==> src/rtl/adc_align_if.sv <==
// Signal bundle between the ADC LVDS capture path and its alignment sequencer.
// slave: the sequencer; master: the capture path / system side.
interface adc_align_if;
   logic        adc_en;
   logic        realign;
   logic [7:0]  frm_data;
   logic        serdes_rst;
   logic        bitslip;
   logic        locked;
   logic        align_err;
   logic [3:0]  slip_cnt;
   logic [15:0] lock_loss_cnt;

   modport master (
      output adc_en, realign, frm_data,
      input  serdes_rst, bitslip, locked, align_err,
      input  slip_cnt, lock_loss_cnt
   );

   modport slave (
      input  adc_en, realign, frm_data,
      output serdes_rst, bitslip, locked, align_err,
      output slip_cnt, lock_loss_cnt
   );
endinterface

==> src/rtl/adc_align_ctrl.sv <==
// ISERDES reset / bitslip sequencer aligning the ADC frame word to FRAME_PATTERN.
// Define ADC_ALIGN_STATS_EN to keep the saturating lock-loss event counter.
module adc_align_ctrl #(
   parameter logic [7:0]  FRAME_PATTERN = 8'hF0,
   parameter int unsigned RST_CYCLES    = 10,
   parameter int unsigned SLIP_WAIT     = 3,
   parameter int unsigned LOCK_COUNT    = 16,
   parameter int unsigned LOSS_COUNT    = 4,
   parameter int unsigned MAX_SLIPS     = 8
) (
   input  logic      CLKDIV,
   input  logic      cpu_resetn,
   adc_align_if.slave bus
);
   typedef enum logic [2:0] {
      S_IDLE,
      S_RST,
      S_SETTLE,
      S_CHECK,
      S_SLIP,
      S_LOCKED
   } state_t;

   localparam logic [7:0] LP_RST_LAST  = 8'(RST_CYCLES - 1);
   localparam logic [7:0] LP_WAIT_LAST = 8'(SLIP_WAIT - 1);
   localparam logic [7:0] LP_LOCK_LAST = 8'(LOCK_COUNT - 1);
   localparam logic [7:0] LP_LOSS_LAST = 8'(LOSS_COUNT - 1);
   localparam logic [3:0] LP_MAX_SLIPS = 4'(MAX_SLIPS);

   state_t     r_state;
   logic [7:0] r_cnt;
   logic [7:0] r_match;
   logic [7:0] r_miss;
   logic [3:0] r_slip_cnt;
   logic       r_serdes_rst;
   logic       r_bitslip;
   logic       r_locked;
   logic       r_align_err;
   logic       w_match;

   assign w_match = (bus.frm_data == FRAME_PATTERN);

   always_ff @(posedge CLKDIV or negedge cpu_resetn) begin
      if (!cpu_resetn) begin
         r_state      <= S_IDLE;
         r_cnt        <= 8'd0;
         r_match      <= 8'd0;
         r_miss       <= 8'd0;
         r_slip_cnt   <= 4'd0;
         r_serdes_rst <= 1'b1;
         r_bitslip    <= 1'b0;
         r_locked     <= 1'b0;
         r_align_err  <= 1'b0;
      end else begin
         r_bitslip <= 1'b0;
         if (!bus.adc_en) begin
            r_state      <= S_IDLE;
            r_cnt        <= 8'd0;
            r_match      <= 8'd0;
            r_miss       <= 8'd0;
            r_slip_cnt   <= 4'd0;
            r_serdes_rst <= 1'b1;
            r_locked     <= 1'b0;
            r_align_err  <= 1'b0;
         end else if (bus.realign && r_state != S_IDLE) begin
            r_state      <= S_RST;
            r_cnt        <= 8'd0;
            r_match      <= 8'd0;
            r_miss       <= 8'd0;
            r_slip_cnt   <= 4'd0;
            r_serdes_rst <= 1'b1;
            r_locked     <= 1'b0;
         end else begin
            unique case (r_state)
               S_IDLE: begin
                  r_state      <= S_RST;
                  r_cnt        <= 8'd0;
                  r_match      <= 8'd0;
                  r_slip_cnt   <= 4'd0;
                  r_serdes_rst <= 1'b1;
               end
               S_RST: begin
                  if (r_cnt == LP_RST_LAST) begin
                     r_state      <= S_SETTLE;
                     r_cnt        <= 8'd0;
                     r_serdes_rst <= 1'b0;
                  end else begin
                     r_cnt <= r_cnt + 8'd1;
                  end
               end
               S_SETTLE: begin
                  if (r_cnt == LP_WAIT_LAST) begin
                     r_state <= S_CHECK;
                     r_cnt   <= 8'd0;
                  end else begin
                     r_cnt <= r_cnt + 8'd1;
                  end
               end
               S_CHECK: begin
                  if (w_match) begin
                     if (r_match == LP_LOCK_LAST) begin
                        r_state  <= S_LOCKED;
                        r_match  <= 8'd0;
                        r_miss   <= 8'd0;
                        r_locked <= 1'b1;
                     end else begin
                        r_match <= r_match + 8'd1;
                     end
                  end else begin
                     r_match <= 8'd0;
                     if (r_slip_cnt < LP_MAX_SLIPS) begin
                        r_state    <= S_SLIP;
                        r_bitslip  <= 1'b1;
                        r_slip_cnt <= r_slip_cnt + 4'd1;
                     end else begin
                        // every slip position failed: start over from an ISERDES reset
                        r_state      <= S_RST;
                        r_cnt        <= 8'd0;
                        r_slip_cnt   <= 4'd0;
                        r_serdes_rst <= 1'b1;
                        r_align_err  <= 1'b1;
                     end
                  end
               end
               S_SLIP: begin
                  r_state <= S_SETTLE;
                  r_cnt   <= 8'd0;
               end
               S_LOCKED: begin
                  if (w_match) begin
                     r_miss <= 8'd0;
                  end else if (r_miss == LP_LOSS_LAST) begin
                     r_state    <= S_CHECK;
                     r_miss     <= 8'd0;
                     r_match    <= 8'd0;
                     r_slip_cnt <= 4'd0;
                     r_locked   <= 1'b0;
                  end else begin
                     r_miss <= r_miss + 8'd1;
                  end
               end
               default: begin
                  r_state      <= S_IDLE;
                  r_serdes_rst <= 1'b1;
               end
            endcase
         end
      end
   end

   assign bus.serdes_rst = r_serdes_rst;
   assign bus.bitslip    = r_bitslip;
   assign bus.locked     = r_locked;
   assign bus.align_err  = r_align_err;
   assign bus.slip_cnt   = r_slip_cnt;

`ifdef ADC_ALIGN_STATS_EN
   logic [15:0] r_loss_cnt;
   logic        w_loss_evt;

   // counted even when a simultaneous realign overrides the CHECK transition
   assign w_loss_evt = bus.adc_en && (r_state == S_LOCKED) &&
                       !w_match && (r_miss == LP_LOSS_LAST);

   always_ff @(posedge CLKDIV or negedge cpu_resetn) begin
      if (!cpu_resetn) begin
         r_loss_cnt <= 16'h0000;
      end else if (w_loss_evt && r_loss_cnt != 16'hFFFF) begin
         r_loss_cnt <= r_loss_cnt + 16'd1;
      end
   end

   assign bus.lock_loss_cnt = r_loss_cnt;
`else
   assign bus.lock_loss_cnt = 16'h0000;
`endif
endmodule

==> src/flat_wrapper.sv <==
// flat-port wrapper written by rule: the top's interface ports become plain ports
module adc_align_ctrl_flat 
#(
   parameter logic [7:0]  FRAME_PATTERN = 8'hF0,
   parameter int unsigned RST_CYCLES    = 10,
   parameter int unsigned SLIP_WAIT     = 3,
   parameter int unsigned LOCK_COUNT    = 16,
   parameter int unsigned LOSS_COUNT    = 4,
   parameter int unsigned MAX_SLIPS     = 8
)
  (CLKDIV, cpu_resetn, bus_adc_en, bus_realign, bus_frm_data, bus_serdes_rst, bus_bitslip, bus_locked, bus_align_err, bus_slip_cnt, bus_lock_loss_cnt);
  adc_align_if bus_i ();
  input  logic CLKDIV;
  input  logic cpu_resetn;
  input wire logic [$bits(bus_i.adc_en)-1:0] bus_adc_en;
  input wire logic [$bits(bus_i.realign)-1:0] bus_realign;
  input wire logic [$bits(bus_i.frm_data)-1:0] bus_frm_data;
  output wire logic [$bits(bus_i.serdes_rst)-1:0] bus_serdes_rst;
  output wire logic [$bits(bus_i.bitslip)-1:0] bus_bitslip;
  output wire logic [$bits(bus_i.locked)-1:0] bus_locked;
  output wire logic [$bits(bus_i.align_err)-1:0] bus_align_err;
  output wire logic [$bits(bus_i.slip_cnt)-1:0] bus_slip_cnt;
  output wire logic [$bits(bus_i.lock_loss_cnt)-1:0] bus_lock_loss_cnt;
  assign bus_i.adc_en = bus_adc_en;
  assign bus_i.realign = bus_realign;
  assign bus_i.frm_data = bus_frm_data;
  assign bus_serdes_rst = bus_i.serdes_rst;
  assign bus_bitslip = bus_i.bitslip;
  assign bus_locked = bus_i.locked;
  assign bus_align_err = bus_i.align_err;
  assign bus_slip_cnt = bus_i.slip_cnt;
  assign bus_lock_loss_cnt = bus_i.lock_loss_cnt;
  adc_align_ctrl #(.FRAME_PATTERN(FRAME_PATTERN), .RST_CYCLES(RST_CYCLES), .SLIP_WAIT(SLIP_WAIT), .LOCK_COUNT(LOCK_COUNT), .LOSS_COUNT(LOSS_COUNT), .MAX_SLIPS(MAX_SLIPS)) u_core (.CLKDIV(CLKDIV), .cpu_resetn(cpu_resetn), .bus(bus_i));
endmodule
==> config.mk <==
export PLATFORM = sky130hd
export DESIGN_NAME = adc_align_ctrl_flat
export DESIGN_NICKNAME = d
export VERILOG_FILES = /design/src/rtl/adc_align_if.sv /design/src/rtl/adc_align_ctrl.sv /design/src/flat_wrapper.sv
export SDC_FILE = /design/constraint.sdc
export NUM_CORES = 1
export LEC_CHECK = 0
export ABC_CLOCK_PERIOD_IN_PS = 2350
export CAP_MARGIN = 20
export CORE_MARGIN = 1.5
export CORE_UTILIZATION = 54
export DETAILED_ROUTE_END_ITERATION = 7
export GPL_TIMING_DRIVEN = 1
export PLACE_DENSITY = 0.88
export SKIP_CTS_REPAIR_TIMING = 1
export SLEW_MARGIN = 20
export SYNTH_ARGS = -nofsm -noshare
export SYNTH_HDL_FRONTEND = slang
export SYNTH_SLANG_ARGS = --single-unit
export TNS_END_PERCENT = 1
==> constraint.sdc <==
create_clock -name CLKDIV -period 2.35 [get_ports CLKDIV]
set_input_delay 0.47 -clock CLKDIV [delete_from_list [all_inputs] [get_ports CLKDIV]]
set_output_delay 0.47 -clock CLKDIV [all_outputs]
set_load 0.02 [all_outputs]
==> PnR_summary.wiki <==
{| class="wikitable"
! Metric !! Value
|-
| Run status || completed
|-
| Area of the core || 4000 um2
|-
| Share of flip-flops with an asynchronous set or reset after synthesis || 1.00
|-
| Number of CTS-inserted buffers || 5
|-
| Detail-routed via count per cell || 5.80
|-
| Rows || 23
|-
| Root buf cell || sky130_fd_sc_hd__clkbuf_8
|-
| Worst-case vdd ir drop || 0.261 mV
|-
| Capturing element type of the critical path || register
|-
| Post-synthesis sequential area ratio || 0.392
|-
| Total track usage || 0.240
|-
| Routed wire per std cell || 14.8 um
|-
| Top FF cell, synth || sky130_fd_sc_hd__dfrtp_1
|-
| Count of placed standard cells in the final layout, fillers left out || 330
|-
| Worst Setup Slack post-DPL || -0.0969 ns
|-
| Portion of the clock cycle consumed by the worst path in the final layout || 0.928
|-
| Clk sink count || 35
|-
| Net Sw Frac || 0.255
|-
| Sequential share of power || 0.495
|-
| Worst endpoint data arrival time || 2.34 ns
|-
| Routed vias || 1913
|-
| Length of the first detailed-routing pass in iterations || 4
|-
| Area share of the leading cell type in the synthesized netlist || 0.381
|-
| Fin Setup TNS || 0 ns
|-
| Filler Cells Inserted || 318
|-
| Top cells by area in the synthesized netlist || sky130_fd_sc_hd__dfrtp_1 (38%), sky130_fd_sc_hd__o21ai_0 (6.9%), sky130_fd_sc_hd__buf_4 (5.7%), sky130_fd_sc_hd__nand2_1 (4.2%), sky130_fd_sc_hd__ha_1 (3.4%)
|-
| Max-cap violation count || 0
|-
| Max frequency || 458 MHz
|-
| Worst-path fanout max || 10
|-
| Max-slew violations || 0
|-
| Port Buffer Count || 19
|-
| Number of distinct library cells after synthesis || 54
|-
| Maximum clock insertion buffer count || 2
|-
| Die span in x || 67.3 um
|-
| Power density over the cells || 484 nW/um2
|-
| Total grt overflow || 0
|-
| Antenna violations before repair || 0
|-
| Clock slew seen by the registers of the worst setup and hold paths || 0.07 ns
|-
| RSZ-0062 raised after global routing || no
|-
| Antenna-violating nets left || 0
|-
| Final nets || 297
|-
| Overall power consumption || 1.26 mW
|-
| Net Sw Power || 0.321 mW
|-
| Leading cell types by count after synthesis || sky130_fd_sc_hd__dfrtp_1 (34), sky130_fd_sc_hd__o21ai_0 (31), sky130_fd_sc_hd__nand2_1 (25)
|-
| EDFF count, synth || 0
|-
| Final core utilization || 0.650
|-
| Critical Path Source Type || register
|-
| Combinational group share of total power || 0.122
|-
| Leading area contributor after synthesis || sky130_fd_sc_hd__dfrtp_1
|-
| Post-Synthesis Cells || 246
|-
| Count of state elements after synthesis || 35
|-
| Final critical path time including I/O delays and setup || 2.18 ns
|-
| H-tree lvl count || 2
|-
| Number of global-route vias before repair || 1816
|-
| Boundary Pins || 36
|-
| Total inserted antenna cells || 0
|-
| Worst hold path type || reg -> reg
|-
| Post-layout worst setup margin || 0.169 ns
|-
| CP required || 2.51 ns
|-
| Most frequently used cell type in the post-synthesis netlist || sky130_fd_sc_hd__dfrtp_1
|-
| Warnings from Yosys || 0
|-
| Final Hold Vio Count || 0
|-
| Internal Pwr Total || 0.937 mW
|-
| Clock group share of total power || 0.383
|-
| Mean post-synth cell area || 9.09 um2
|-
| Share of post-route cells with drive strength above 1 || 0.125
|-
| Final number of setup-violating endpoints || 0
|-
| Lkg Pwr || 1.21 nW
|-
| Gpl congestion || 0.849
|-
| Cell area after technology mapping || 2240 um2
|-
| CTS tree || yes
|-
| Critical path class || reg -> reg
|-
| Remaining DRCs || 0
|-
| Area of the die || 4540 um2
|-
| WL final || 4900 um
|-
| Later-pin clock latency in the skew report || 0.29 ns
|-
| Largest net degree at the start of global routing || 36
|-
| Layout Skew || 0.00521 ns
|-
| Synthesis-to-layout area growth || 16.3%
|-
| Dpl cells || 322
|-
| Initial DRC Count || 196
|-
| Dpl hpwl || 3510 um
|-
| Die Ht || 67.3 um
|-
| First-pass GRT wire length || 8100 um
|-
| Starting utilization of the core area || 0.559
|}
==> area by class of cell <==
| class | instances | area, um2 | area share |
|---|---|---|---|
| Clock buffer | 8 | 100 | 0.0385 |
| Inverter | 5 | 18.8 | 0.00722 |
| Multi-Input combinational cell | 199 | 1250 | 0.479 |
| Sequential cell | 35 | 877 | 0.337 |
| Tap cell | 50 | 62.6 | 0.0241 |
| Timing Repair Buffer | 33 | 295 | 0.114 |
==> cell families after synthesis <==
logic type | Yosys count | share of synthesized area
flip-flops | 35 | 0.392
multiplexers | 6 | 0.0291
AO/OA/AOI/OAI | 65 | 0.198
XOR/XNOR | 4 | 0.0157
AND/OR/NAND/NOR | 102 | 0.255
adder cells (fa/ha/maj) | 6 | 0.0336
other | 1 | 0.00168
buffers and inverters | 27 | 0.0755
==> state kept, by name, summed over array words and instances, names as in the netlist <==
| register | flops |
|---|---|
| u_core.r_match | 8 |
| u_core.r_cnt | 8 |
| u_core.bus.locked | 1 |
| u_core.bus.slip_cnt | 4 |
| u_core.r_miss | 8 |
| u_core.r_state | 3 |
| u_core.bus.bitslip | 1 |
| u_core.bus.serdes_rst | 1 |
| u_core.bus.align_err | 1 |
==> path summary, 6_finish.rpt <==
check / startpoint / end / slack [ns] / depth (start not counted)
min in group asynchronous: cpu_resetn / u_core.bus.align_err / 0.59 / 2
max reg2reg: u_core.r_miss[0] / u_core.bus.slip_cnt[1] / 0.17 / 6
min: u_core.bus.align_err / u_core.bus.align_err / 0.51 / 1
max in group asynchronous: cpu_resetn / u_core.bus.serdes_rst / 1.42 / 2
max: u_core.r_miss[0] / u_core.bus.slip_cnt[1] / 0.17 / 6
min reg2reg: u_core.bus.align_err / u_core.bus.align_err / 0.51 / 1
==> layout by cell type (no fill, tap or decap), types with 3 or more instances in the layout <==
cell,instances
sky130_fd_sc_hd__inv_1,5
sky130_fd_sc_hd__nor2_1,14
sky130_fd_sc_hd__o21bai_1,3
sky130_fd_sc_hd__nor3b_1,3
sky130_fd_sc_hd__clkbuf_8,7
sky130_fd_sc_hd__nand2_1,25
sky130_fd_sc_hd__buf_4,14
sky130_fd_sc_hd__conb_1,16
sky130_fd_sc_hd__nor2b_1,5
sky130_fd_sc_hd__a21o_1,3
sky130_fd_sc_hd__and3_1,11
sky130_fd_sc_hd__a21oi_1,3
sky130_fd_sc_hd__and2_1,3
sky130_fd_sc_hd__nand3_1,8
sky130_fd_sc_hd__nand4_1,4
sky130_fd_sc_hd__o21ai_0,31
sky130_fd_sc_hd__clkdlybuf4s50_1,19
sky130_fd_sc_hd__nor3_1,10
sky130_fd_sc_hd__ha_1,6
sky130_fd_sc_hd__nand2b_1,3
sky130_fd_sc_hd__dfrtp_1,34
sky130_fd_sc_hd__a22o_1,8
==> routing by layer <==
layer	share of wire	vias to the layer above	track usage
met3	0.055	8	0.0533
met4	0.020	0	0.125
met5	0	-	0
li1	-	923	-
met1	0.44	908	0.308
met2	0.49	74	0.379
==> worst max-delay path: stages (launching register included) <==
cell and delay (ns):
sky130_fd_sc_hd__dfrtp_1 0.39, sky130_fd_sc_hd__ha_1 0.21, sky130_fd_sc_hd__or4b_4 0.51, sky130_fd_sc_hd__a211oi_4 0.30
sky130_fd_sc_hd__o21ai_4 0.15, sky130_fd_sc_hd__nor2_4 0.15, sky130_fd_sc_hd__mux2_1 0.36
==> power groups by stage <==
stage	Combinational [mW]	Sequential (mW)	Clock, mW
after floorplan	0.109	0.630	0
after global placement	0.149	0.633	0
after detailed placement	0.152	0.633	0
after CTS	0.153	0.622	0.493
after global routing	0.170	0.624	0.518
final	0.153	0.622	0.482
==> through the flow <==
stage	hold slack [ns]	area, um2
floorplan	0.174	2290
global placement	0.485	2500
detailed placement	0.499	2500
CTS	0.514	2600
global route	0.521	2600
finish	0.508	2600
Note: power is estimated with default switching activity, not from simulation.
